--- config.mk ---
export PLATFORM = sky130hd
export DESIGN_NAME = i2c_slave_responder_flat
export DESIGN_NICKNAME = d
export VERILOG_FILES = /design/src/rtl/i2c_pkg.sv /design/src/rtl/i2c_slave_responder_if.sv /design/src/rtl/i2c_bus_sync.sv /design/src/rtl/i2c_slave_responder.sv /design/src/flat_wrapper.sv
export SDC_FILE = /design/constraint.sdc
export NUM_CORES = 1
export LEC_CHECK = 0
export BUFFER_PORTS_ARGS = -buffer_cell sky130_fd_sc_hd__buf_4
export CAP_MARGIN = 30
export CORE_ASPECT_RATIO = 1.25
export CORE_MARGIN = 2
export CORE_UTILIZATION = 30
export CTS_BUF_LIST = sky130_fd_sc_hd__clkbuf_2
export DETAILED_ROUTE_END_ITERATION = 8
export GPL_TIMING_DRIVEN = 0
export PLACE_DENSITY = 0.43
export SLEW_MARGIN = 20
export SYNTH_ARGS = -nofsm -noshare
export SYNTH_HDL_FRONTEND = slang
export SYNTH_SLANG_ARGS = --single-unit
--- constraint.sdc ---
create_clock -name clk -period 4.2 [get_ports clk]
set_input_delay 0.21 -clock clk [delete_from_list [all_inputs] [get_ports clk]]
set_output_delay 0.21 -clock clk [all_outputs]
set_load 0.03 [all_outputs]
--- src/rtl/i2c_pkg.sv ---
// rtl/i2c_pkg.sv - shared I2C widths and responder state encoding
package i2c_pkg;

  localparam int ADDR_LEN = 7;
  localparam int DATA_LEN = 8;

  localparam logic [3:0] ST_IDLE       = 4'd0;
  localparam logic [3:0] ST_GET_ADDR   = 4'd1;
  localparam logic [3:0] ST_ADDR_ACK   = 4'd2;
  localparam logic [3:0] ST_WRITE_RX   = 4'd3;
  localparam logic [3:0] ST_DATA_ACK   = 4'd4;
  localparam logic [3:0] ST_READ_TX    = 4'd5;
  localparam logic [3:0] ST_MASTER_ACK = 4'd6;
  localparam logic [3:0] ST_WAIT_STOP  = 4'd7;

endpackage

--- src/rtl/i2c_slave_responder_if.sv ---
// rtl/i2c_slave_responder_if.sv - open-drain two-wire bus as seen by one target
interface i2c_slave_responder_if;

  logic scl;
  logic sda_in;
  logic sda_pull_low;

  modport slave (input scl, input sda_in, output sda_pull_low);
  modport master (output scl, output sda_in, input sda_pull_low);

endinterface

--- src/rtl/i2c_bus_sync.sv ---
// rtl/i2c_bus_sync.sv - scl/sda synchronizer with edge and START/STOP detection
module i2c_bus_sync (
  input  logic clk,
  input  logic rst_n,
  input  logic scl,
  input  logic sda,
  output logic scl_rise,
  output logic scl_fall,
  output logic sda_sync,
  output logic start_det,
  output logic stop_det
);

  logic [1:0] scl_meta;
  logic [1:0] sda_meta;
  logic       scl_hist;
  logic       sda_hist;

  // Idle bus is high, so every stage resets to 1 to avoid a phantom edge.
  always_ff @(posedge clk or negedge rst_n) begin
    if (!rst_n) begin
      scl_meta <= 2'b11;
      sda_meta <= 2'b11;
      scl_hist <= 1'b1;
      sda_hist <= 1'b1;
    end else begin
      scl_meta <= {scl_meta[0], scl};
      sda_meta <= {sda_meta[0], sda};
      scl_hist <= scl_meta[1];
      sda_hist <= sda_meta[1];
    end
  end

  assign scl_rise  =  scl_meta[1] & ~scl_hist;
  assign scl_fall  = ~scl_meta[1] &  scl_hist;
  assign sda_sync  =  sda_meta[1];
  assign start_det = ~sda_meta[1] &  sda_hist & scl_meta[1];
  assign stop_det  =  sda_meta[1] & ~sda_hist & scl_meta[1];

endmodule

--- src/rtl/i2c_slave_responder.sv ---
// rtl/i2c_slave_responder.sv - fixed-address I2C target with byte write/read buffers
module i2c_slave_responder #(
  parameter int                  ADDR_LEN   = i2c_pkg::ADDR_LEN,
  parameter int                  DATA_LEN   = i2c_pkg::DATA_LEN,
  parameter logic [ADDR_LEN-1:0] SLAVE_ADDR = 7'h50,
  parameter int                  NUM_BYTES  = 2
) (
  input  logic                      clk,
  input  logic                      rst_n,
  i2c_slave_responder_if.slave      bus,
  input  logic [DATA_LEN-1:0]       tx_data_1,
  input  logic [DATA_LEN-1:0]       tx_data_2,
  output logic [DATA_LEN-1:0]       rx_data_1,
  output logic [DATA_LEN-1:0]       rx_data_2,
  output logic                      rx_valid,
  output logic                      rx_idx,
  output logic                      busy,
  output logic [3:0]                state_slave
);

  import i2c_pkg::*;

  localparam int             BCW        = $clog2(NUM_BYTES + 1);
  localparam logic [BCW-1:0] BYTE_ONE   = BCW'(1);
  localparam logic [BCW-1:0] BYTES_FULL = BCW'(NUM_BYTES);
  localparam logic [BCW-1:0] BYTES_LAST = BCW'(NUM_BYTES - 1);
  localparam logic [3:0]     BITS_DATA  = 4'(DATA_LEN);

  logic                scl_rise;
  logic                scl_fall;
  logic                sda;
  logic                start_det;
  logic                stop_det;
  logic [3:0]          state;
  logic [3:0]          bit_cnt;
  logic [BCW-1:0]      byte_cnt;
  logic [DATA_LEN-2:0] shift;
  logic [DATA_LEN-1:0] tx_shift;
  logic [DATA_LEN-1:0] tx_next;
  logic                rw;
  logic                ack_ok;

  i2c_bus_sync u_sync (
    .clk       (clk),
    .rst_n     (rst_n),
    .scl       (bus.scl),
    .sda       (bus.sda_in),
    .scl_rise  (scl_rise),
    .scl_fall  (scl_fall),
    .sda_sync  (sda),
    .start_det (start_det),
    .stop_det  (stop_det)
  );

  assign busy        = (state != ST_IDLE);
  assign state_slave = state;

  always_ff @(posedge clk or negedge rst_n) begin
    if (!rst_n) begin
      state            <= ST_IDLE;
      bit_cnt          <= '0;
      byte_cnt         <= '0;
      shift            <= '0;
      tx_shift         <= '0;
      tx_next          <= '0;
      rw               <= 1'b0;
      ack_ok           <= 1'b0;
      bus.sda_pull_low <= 1'b0;
      rx_data_1        <= '0;
      rx_data_2        <= '0;
      rx_valid         <= 1'b0;
      rx_idx           <= 1'b0;
    end else begin
      rx_valid <= 1'b0;
      // Bus conditions win over any scl edge seen in the same cycle.
      if (start_det) begin
        state            <= ST_GET_ADDR;
        bit_cnt          <= '0;
        byte_cnt         <= '0;
        ack_ok           <= 1'b0;
        bus.sda_pull_low <= 1'b0;
      end else if (stop_det) begin
        state            <= ST_IDLE;
        bit_cnt          <= '0;
        byte_cnt         <= '0;
        ack_ok           <= 1'b0;
        bus.sda_pull_low <= 1'b0;
      end else begin
        case (state)
          ST_GET_ADDR: begin
            if (scl_rise && bit_cnt < BITS_DATA) begin
              shift   <= {shift[DATA_LEN-3:0], sda};
              bit_cnt <= bit_cnt + 4'd1;
              if (bit_cnt == BITS_DATA - 4'd1) begin
                rw <= sda;
                if (shift[ADDR_LEN-1:0] != SLAVE_ADDR)
                  state <= ST_WAIT_STOP;
              end
            end else if (scl_fall && bit_cnt == BITS_DATA) begin
              bus.sda_pull_low <= 1'b1;
              state            <= ST_ADDR_ACK;
            end
          end
          ST_ADDR_ACK: begin
            if (scl_fall) begin
              if (!rw) begin
                bus.sda_pull_low <= 1'b0;
                bit_cnt          <= '0;
                state            <= ST_WRITE_RX;
              end else begin
                tx_shift         <= {tx_data_1[DATA_LEN-2:0], 1'b0};
                tx_next          <= tx_data_2;
                bus.sda_pull_low <= ~tx_data_1[DATA_LEN-1];
                bit_cnt          <= 4'd1;
                state            <= ST_READ_TX;
              end
            end
          end
          ST_WRITE_RX: begin
            if (scl_rise && bit_cnt < BITS_DATA) begin
              shift   <= {shift[DATA_LEN-3:0], sda};
              bit_cnt <= bit_cnt + 4'd1;
              if (bit_cnt == BITS_DATA - 4'd1 && byte_cnt != BYTES_FULL) begin
                if (byte_cnt == '0)
                  rx_data_1 <= {shift, sda};
                else
                  rx_data_2 <= {shift, sda};
                rx_valid <= 1'b1;
                rx_idx   <= byte_cnt[0];
              end
            end else if (scl_fall && bit_cnt == BITS_DATA) begin
              if (byte_cnt == BYTES_FULL) begin
                bus.sda_pull_low <= 1'b0;
                state            <= ST_WAIT_STOP;
              end else begin
                bus.sda_pull_low <= 1'b1;
                state            <= ST_DATA_ACK;
              end
            end
          end
          ST_DATA_ACK: begin
            if (scl_fall) begin
              bus.sda_pull_low <= 1'b0;
              byte_cnt         <= byte_cnt + BYTE_ONE;
              bit_cnt          <= '0;
              state            <= ST_WRITE_RX;
            end
          end
          ST_READ_TX: begin
            // tx_shift holds the bits not yet driven, MSB next.
            if (scl_fall) begin
              if (bit_cnt < BITS_DATA) begin
                bus.sda_pull_low <= ~tx_shift[DATA_LEN-1];
                tx_shift         <= {tx_shift[DATA_LEN-2:0], 1'b0};
                bit_cnt          <= bit_cnt + 4'd1;
              end else begin
                bus.sda_pull_low <= 1'b0;
                ack_ok           <= 1'b0;
                state            <= ST_MASTER_ACK;
              end
            end
          end
          ST_MASTER_ACK: begin
            if (scl_rise) begin
              if (!sda && byte_cnt < BYTES_LAST) begin
                byte_cnt <= byte_cnt + BYTE_ONE;
                ack_ok   <= 1'b1;
              end else begin
                state <= ST_WAIT_STOP;
              end
            end else if (scl_fall && ack_ok) begin
              tx_shift         <= {tx_next[DATA_LEN-2:0], 1'b0};
              bus.sda_pull_low <= ~tx_next[DATA_LEN-1];
              bit_cnt          <= 4'd1;
              ack_ok           <= 1'b0;
              state            <= ST_READ_TX;
            end
          end
          ST_WAIT_STOP: begin
            bus.sda_pull_low <= 1'b0;
          end
          ST_IDLE: begin
            bus.sda_pull_low <= 1'b0;
          end
          default: begin
            bus.sda_pull_low <= 1'b0;
            state            <= ST_IDLE;
          end
        endcase
      end
    end
  end

endmodule
--- src/flat_wrapper.sv ---
// flat-port wrapper written by rule: the top's interface ports become plain ports
module i2c_slave_responder_flat import i2c_pkg::*;
#(
  parameter int                  ADDR_LEN   = i2c_pkg::ADDR_LEN,
  parameter int                  DATA_LEN   = i2c_pkg::DATA_LEN,
  parameter logic [ADDR_LEN-1:0] SLAVE_ADDR = 7'h50,
  parameter int                  NUM_BYTES  = 2
)
  (clk, rst_n, tx_data_1, tx_data_2, rx_data_1, rx_data_2, rx_valid, rx_idx, busy, state_slave, bus_scl, bus_sda_in, bus_sda_pull_low);
  i2c_slave_responder_if bus_i ();
  input  logic clk;
  input  logic rst_n;
  input  logic [DATA_LEN-1:0] tx_data_1;
  input  logic [DATA_LEN-1:0] tx_data_2;
  output logic [DATA_LEN-1:0] rx_data_1;
  output logic [DATA_LEN-1:0] rx_data_2;
  output logic rx_valid;
  output logic rx_idx;
  output logic busy;
  output logic [3:0] state_slave;
  input wire logic [$bits(bus_i.scl)-1:0] bus_scl;
  input wire logic [$bits(bus_i.sda_in)-1:0] bus_sda_in;
  output wire logic [$bits(bus_i.sda_pull_low)-1:0] bus_sda_pull_low;
  assign bus_i.scl = bus_scl;
  assign bus_i.sda_in = bus_sda_in;
  assign bus_sda_pull_low = bus_i.sda_pull_low;
  i2c_slave_responder #(.ADDR_LEN(ADDR_LEN), .DATA_LEN(DATA_LEN), .SLAVE_ADDR(SLAVE_ADDR), .NUM_BYTES(NUM_BYTES)) u_core (.clk(clk), .rst_n(rst_n), .bus(bus_i), .tx_data_1(tx_data_1), .tx_data_2(tx_data_2), .rx_data_1(rx_data_1), .rx_data_2(rx_data_2), .rx_valid(rx_valid), .rx_idx(rx_idx), .busy(busy), .state_slave(state_slave));
endmodule
==> run metrics, run 1 <==
run status complete, no violations; number of pins with negative max-slew slack in the final report 0; yosys warns 0; antenna diode count 0; CTS sink cnt 58; largest net degree at the start of global routing slightly below 60; highest-delay cell along the critical path nor2_1; worst vdd rail ir drop 0.173 mV; worst-case clock buffer depth 2; portion of the post-synthesis area used by sequential elements 0.500; post-route antenna net violation count 0; share of the synthesized netlist area taken by xor and xnor gates 0.00901; HPWL after detailed placement 4950 µm; routability-driven placement congestion ratio around 0.84; post-layout worst setup margin 1.88 ns; Top FF cell, synth dfrtp_1; number of DRC markers in iteration 0 101; Die X-Extent around 92 µm; DIE AREA between 10000 and 15000 µm²; global router's overall resource usage 0.153; critical path fanouts, max 10; number of rows created at floorplan 40; unique cell type count in the Yosys netlist 54; boundary pin count 44; worst setup path category reg -> reg; Final setup violation count 0; synthesized-area fraction occupied by and/or/nand/nor cells 0.167; routed via count 2297; number of port buffers 42; source-to-sink clock delay at the later pin of the worst-skew pair 0.51 ns; worst slack, placed slightly below 2 ns; fmax about 0.43 GHz; fraction of synthesis flops using an asynchronous set or reset pin 1.00; number of antenna violations at the first check in global routing 0; share of final-layout standard cells stronger than drive strength 1 0.327; most common library cell in the layout ignoring fill and taps dfrtp_1; first-pass detailed-route iteration total 6; CP Cell Sequence clkbuf_2, inv_1, buf_2, nor2_1, o211ai_1, and4_1, o221ai_1, nand2_1; critical path endpoint category register; Root Buffer clkbuf_2; # Max-Cap Violations 0; average vias per placed instance 4.87; peak per-stage delay on the critical path between 0.5 and 0.6 ns; areal power density over the cells 478 nW/µm²; worst rel slew slack 0.495; H-tree depth 3; overall overflow remaining after global route 0; fill count roughly 980; number of hold violations in the final report 0; final clock skew 0.0218 ns; FF+latch area 1460 µm²; count of nets after finishing approximately 370; slew at the pin closest to its max-slew limit 0.757 ns; effective utilization at floorplan 0.305; number of global-route vias before repair 2331; remaining design rule violation count 0; unrepaired setup endpoints after global routing false; Synth Area in Compound Gates 0.133; total length of routed wires 7390 µm; multi-input logic area 1360 µm²; syn avg cell area between 10 and 15 µm²; Core Area 9560 µm²; share of synthesized cell area in full adder, half adder and majority cells 0.0214; Net Count, Synth ~300; post-route clock period utilization 0.552; Area Overhead vs Synth 26.0%; global-route wire length before repair about 12000 µm; Crit path arrival time 2.72 ns; count of state elements after synthesis 58; most used cells in the layout excluding fill and tap cells 52 x dfrtp_1, 43 x buf_4, 32 x mux2_2; number of instances in the synthesized netlist between 200 and 300; vertical die dimension 114 µm; required time worst endpoint 4.60 ns; Post-synth EDFFs 0; combined area of all synthesized cells just under 3000 µm²; total negative slack for setup checks 0 ns; Lkg Pwr 1.63 nW; category of the worst setup path launch point register; Inserted Clock Buffers 9; min Tclk post-route 2.32 ns; post-DR wirelength/cell between 15 and 20 µm; multiplexer area fraction after synthesis 0.134; clock-pin slew of the registers on the worst-case setup and hold paths 0.18 ns; number of buffers inserted by post-CTS setup repair 0; Hold Path Class in -> reg; TritonCTS clock tree built; combinational family with the most area after synthesis simple AND/OR/NAND/NOR gates
-- flip-flops by register name, indices dropped and copies added, names as in the netlist, 2 cells and up --
name and count:
u_core.rx_data_1 8, u_core.rx_data_2 8, u_core.tx_next 8, u_core.shift 7, u_core.tx_shift 7, u_core.bit_cnt 4, u_core.state_slave 3, u_core.byte_cnt 2
u_core.u_sync.scl_meta 2, u_core.u_sync.sda_meta 2
-- cells by family after synthesis --
family,after synthesis
fa+ha+maj,5
compound gates,56
mux,35
other cells,1
flops,58
simple gates,93
buf+inv,19
xor+xnor,3
-- timing repair --
item	in CTS	in global routing
resized for setup	0	0
setup endpoints to repair	0	0
hold buffers	18	0
endpoints found under the hold margin	69	0
-- worst max-delay path, delay by kind of cell (launching register included) --
kind | cells | cell delay [ns]
and+or+nand+nor | 3 | 0.93
AOI/OAI and AO/OA | 2 | 0.43
DFF | 1 | 0.38
buffers and inverters | 3 | 0.46
-- path summary, 6_finish.rpt --
check | startpoint | to | slack, ns | cells past startpoint
worst max register to register | u_core.state_slave[2] | u_core.state_slave[0] | 1.88 | 8
worst max-delay path | u_core.state_slave[2] | u_core.state_slave[0] | 1.88 | 8
worst min register to register | u_core.u_sync.sda_meta[0] | u_core.u_sync.sda_meta[1] | 0.37 | 0
min in group asynchronous | rst_n | u_core.bit_cnt[2] | 0.27 | 2
max in group asynchronous | rst_n | u_core.byte_cnt[0] | 3.40 | 2
worst min-delay path | tx_data_1[7] | u_core.bus.sda_pull_low | 0.13 | 4
-- synthesized netlist by cell type, drive strengths merged, types with 3 or more instances --
cell type / n / area share
a211oi: 3 / 0.014
a21oi: 13 / 0.022
a22oi: 9 / 0.023
a31oi: 7 / 0.015
buf: 9 / 0.021
clkbuf: 4 / 0.0056
dfrtp: 52 / 0.45
dfstp: 6 / 0.054
ha: 5 / 0.021
inv: 6 / 0.0077
mux2: 32 / 0.12
mux2i: 3 / 0.010
nand2: 26 / 0.033
nand2b: 8 / 0.017
nand3: 4 / 0.0069
nand3b: 3 / 0.0077
nor2: 26 / 0.034
nor2b: 3 / 0.0064
nor4: 4 / 0.0086
o21ai: 7 / 0.012
-- per-layer routing --
metal | wire (µm) | share of wire | GRT usage | up-vias
li1 | - | - | - | 1113
met1 | 3290 | 0.45 | 0.190 | 1117
met2 | 3610 | 0.49 | 0.242 | 52
met3 | 318 | 0.043 | 0.0461 | 15
met4 | 168 | 0.023 | 0.0766 | 0
met5 | 0 | 0 | 0 | -
-- power by group --
group	switching [W]	internal, W	total (W)
Clock	0.000220	0.000130	0.000350
Combinational	0.000381	0.000280	0.000661
Sequential	0.0000922	0.000654	0.000747
Total	0.000694	0.00106	0.00176
-- final cells by class --
| type | instances | area share |
|---|---|---|
| flip-flops and latches | 58 | 0.397 |
| multi-input cells | 193 | 0.370 |
| repair buffers | 60 | 0.135 |
| well taps | 126 | 0.0429 |
| plain buffers | 13 | 0.0208 |
| clock inverters | 7 | 0.0163 |
| clock buffers | 9 | 0.0123 |
| inverters | 6 | 0.00613 |
-- through the flow --
stage          instance area, µm²  instances  utilization  hold WS (ns)  power, W
6_report                     3680        472        0.385         0.133   0.00176
5_1_grt                      3680        472        0.385         0.171   0.00190
4_1_cts                      3680        472        0.385        0.0902   0.00179
3_5_place_dp                 3390        438        0.355         0.321   0.00141
3_3_place_gp                 3390        438        0.355         0.319   0.00141
2_1_floorplan                2920        270            -       -0.0856   0.00121
(Power assumes the default switching activity.)
==> run 2, diff against run 1 <==
Settings changed: PLACE_DENSITY 0.43 to 0.45.
Clock period 4.2 ns to 2 ns, I/O delays scaled along.
==> run metrics, run 2 (synthesis gave the netlist of run 1 again) <==
global router's overall resource usage 0.150; vertical die dimension 114 µm; failing checks negative setup slack; CTS sink cnt a little under 60; TritonCTS clock tree built; post-route clock period utilization 1.03; Hold Path Class in -> async; remaining design rule violation count 0; worst setup path category reg -> reg; Crit path arrival time 2.46 ns; number of global-route vias before repair approximately 2400; average vias per placed instance 5.00; routed via count 2452; post-layout worst setup margin -0.0591 ns; number of pins with negative max-slew slack in the final report 0; min Tclk post-route 2.06 ns; Final setup violation count 11; highest-delay cell along the critical path dfstp_2; count of buffer and inverter cells on the critical path 0; worst-case clock buffer depth 2; CP Cell Sequence or3b_4, a311oi_4, and4_4, mux2i_1, nor2_1; effective utilization at floorplan 0.305; post-DR wirelength/cell 15.8 µm; final clock skew 0.0243 ns; category of the worst setup path launch point register; unrepaired setup endpoints after global routing true; number of hold violations in the final report 0; Placed Cells 438; boundary pin count 44; top flop regs u_core.rx_data_1: 8 flops, u_core.rx_data_2: 8 flops, u_core.tx_next: 8 flops; H-tree depth 3; # Max-Cap Violations 0; most common library cell in the layout ignoring fill and taps buf_4; total length of routed wires 7750 µm; final non-filler cell total 490; total negative slack for setup checks -0.351 ns; count of nets after finishing 384; Core Area 9560 µm²; Lkg Pwr 1.79 nW; Hold WS 0.156 ns; worst rel slew slack 0.492; overall overflow remaining after global route 0; first-pass detailed-route iteration total 4; largest net degree at the start of global routing 59; source-to-sink clock delay at the later pin of the worst-skew pair 0.51 ns; critical path endpoint category register; worst vdd rail ir drop 0.420 mV; family of cells with the greatest summed delay on the critical path simple AND/OR/NAND/NOR gates; share of final-layout standard cells stronger than drive strength 1 0.429; Die X-Extent 92.2 µm; DIE AREA 10500 µm²; number of antenna violations at the first check in global routing 0; clock-pin slew of the registers on the worst-case setup and hold paths 0.19 ns; critical path fanouts, max 8; HPWL after detailed placement 4900 µm; number of rows created at floorplan 40; required time worst endpoint 2.40 ns; most used cells in the layout excluding fill and tap cells 57 x buf_4, 51 x dfrtp_1, 26 x nand2_1; global-route wire length before repair 12200 µm; routability-driven placement congestion ratio around 0.87; peak per-stage delay on the critical path 0.64 ns; Root Buffer clkbuf_2; antenna diode count 0; areal power density over the cells between 1000 and 1500 nW/µm²; number of DRC markers in iteration 0 93; fmax 0.486 GHz; run status complete, but fails checks; slew at the pin closest to its max-slew limit 0.762 ns; number of port buffers 42; Inserted Clock Buffers 9; post-route antenna net violation count 0; Area Overhead vs Synth 40.1%
[run 2: cell types whose count changed in the layout (fill, tap and decap cells not counted), moves of 3 or more]
cell | previous run | this run
buf_2 | 6 | 3
buf_4 | 43 | 57
clkbuf_4 | 0 | 3
mux2_2 | 32 | 17
mux2_4 | 0 | 15
nor2_1 | 25 | 22
[run 2: final timing paths]
check                                                  to  cells after the start  slack, ns                      start
worst max register to register      u_core.state_slave[1]                      5      -0.06  u_core.u_sync.scl_meta[1]
max in group asynchronous           u_core.state_slave[0]                      2       1.29                      rst_n
worst max-delay path                u_core.state_slave[1]                      5      -0.06  u_core.u_sync.scl_meta[1]
min in group clk                u_core.u_sync.sda_meta[0]                      2       0.23                 bus_sda_in
worst min-delay path                    u_core.bit_cnt[1]                      2       0.16                      rst_n
worst min register to register  u_core.u_sync.sda_meta[1]                      0       0.37  u_core.u_sync.sda_meta[0]
[run 2: area by class of cell]
| cell class | instances | area, µm² |
|---|---|---|
| buffer | 12 | 77.6 |
| inverter | 6 | 22.5 |
| sequential | 58 | 1460 |
| clock buffer | 9 | 45.0 |
| timing repair buffer | 79 | 677 |
| multi-input combinational | 193 | 1580 |
| clock inverter | 7 | 70.1 |
| tap | 126 | 158 |
| fill | 959 | 5470 |
[run 2: stage by stage]
| step | util | setup slack [ns] | area, µm² | total power, W |
|---|---|---|---|---|
| finish | 0.427 | -0.0591 | 4090 | 0.00411 |
| global placement | 0.355 | -0.231 | 3390 | 0.00296 |
| detailed placement | 0.355 | -0.222 | 3390 | 0.00296 |
| floorplan | - | 0.00806 | 2920 | 0.00254 |
| CTS | 0.402 | -0.0511 | 3840 | 0.00393 |
| global route | 0.427 | -0.131 | 4090 | 0.00440 |
[run 2: timing repair]
item,in CTS,in global routing
pin swaps,8,11
gates resized for setup,14,44
endpoints found under the hold margin,70,0
setup buffers,10,8
setup endpoints to repair,47,47
hold buffers,19,0
gates cloned,0,0
[run 2: layer usage]
layer,vias to the layer above,track usage,share of wire
met3,16,0.0250,0.031
met2,46,0.238,0.50
met4,0,0.0975,0.028
met1,1242,0.191,0.44
met5,-,0,0
li1,1148,-,-
[run 2: power by group]
part           internal [W]  switching, W
logic              0.000824      0.000948
clock network      0.000286      0.000476
registers           0.00138      0.000205
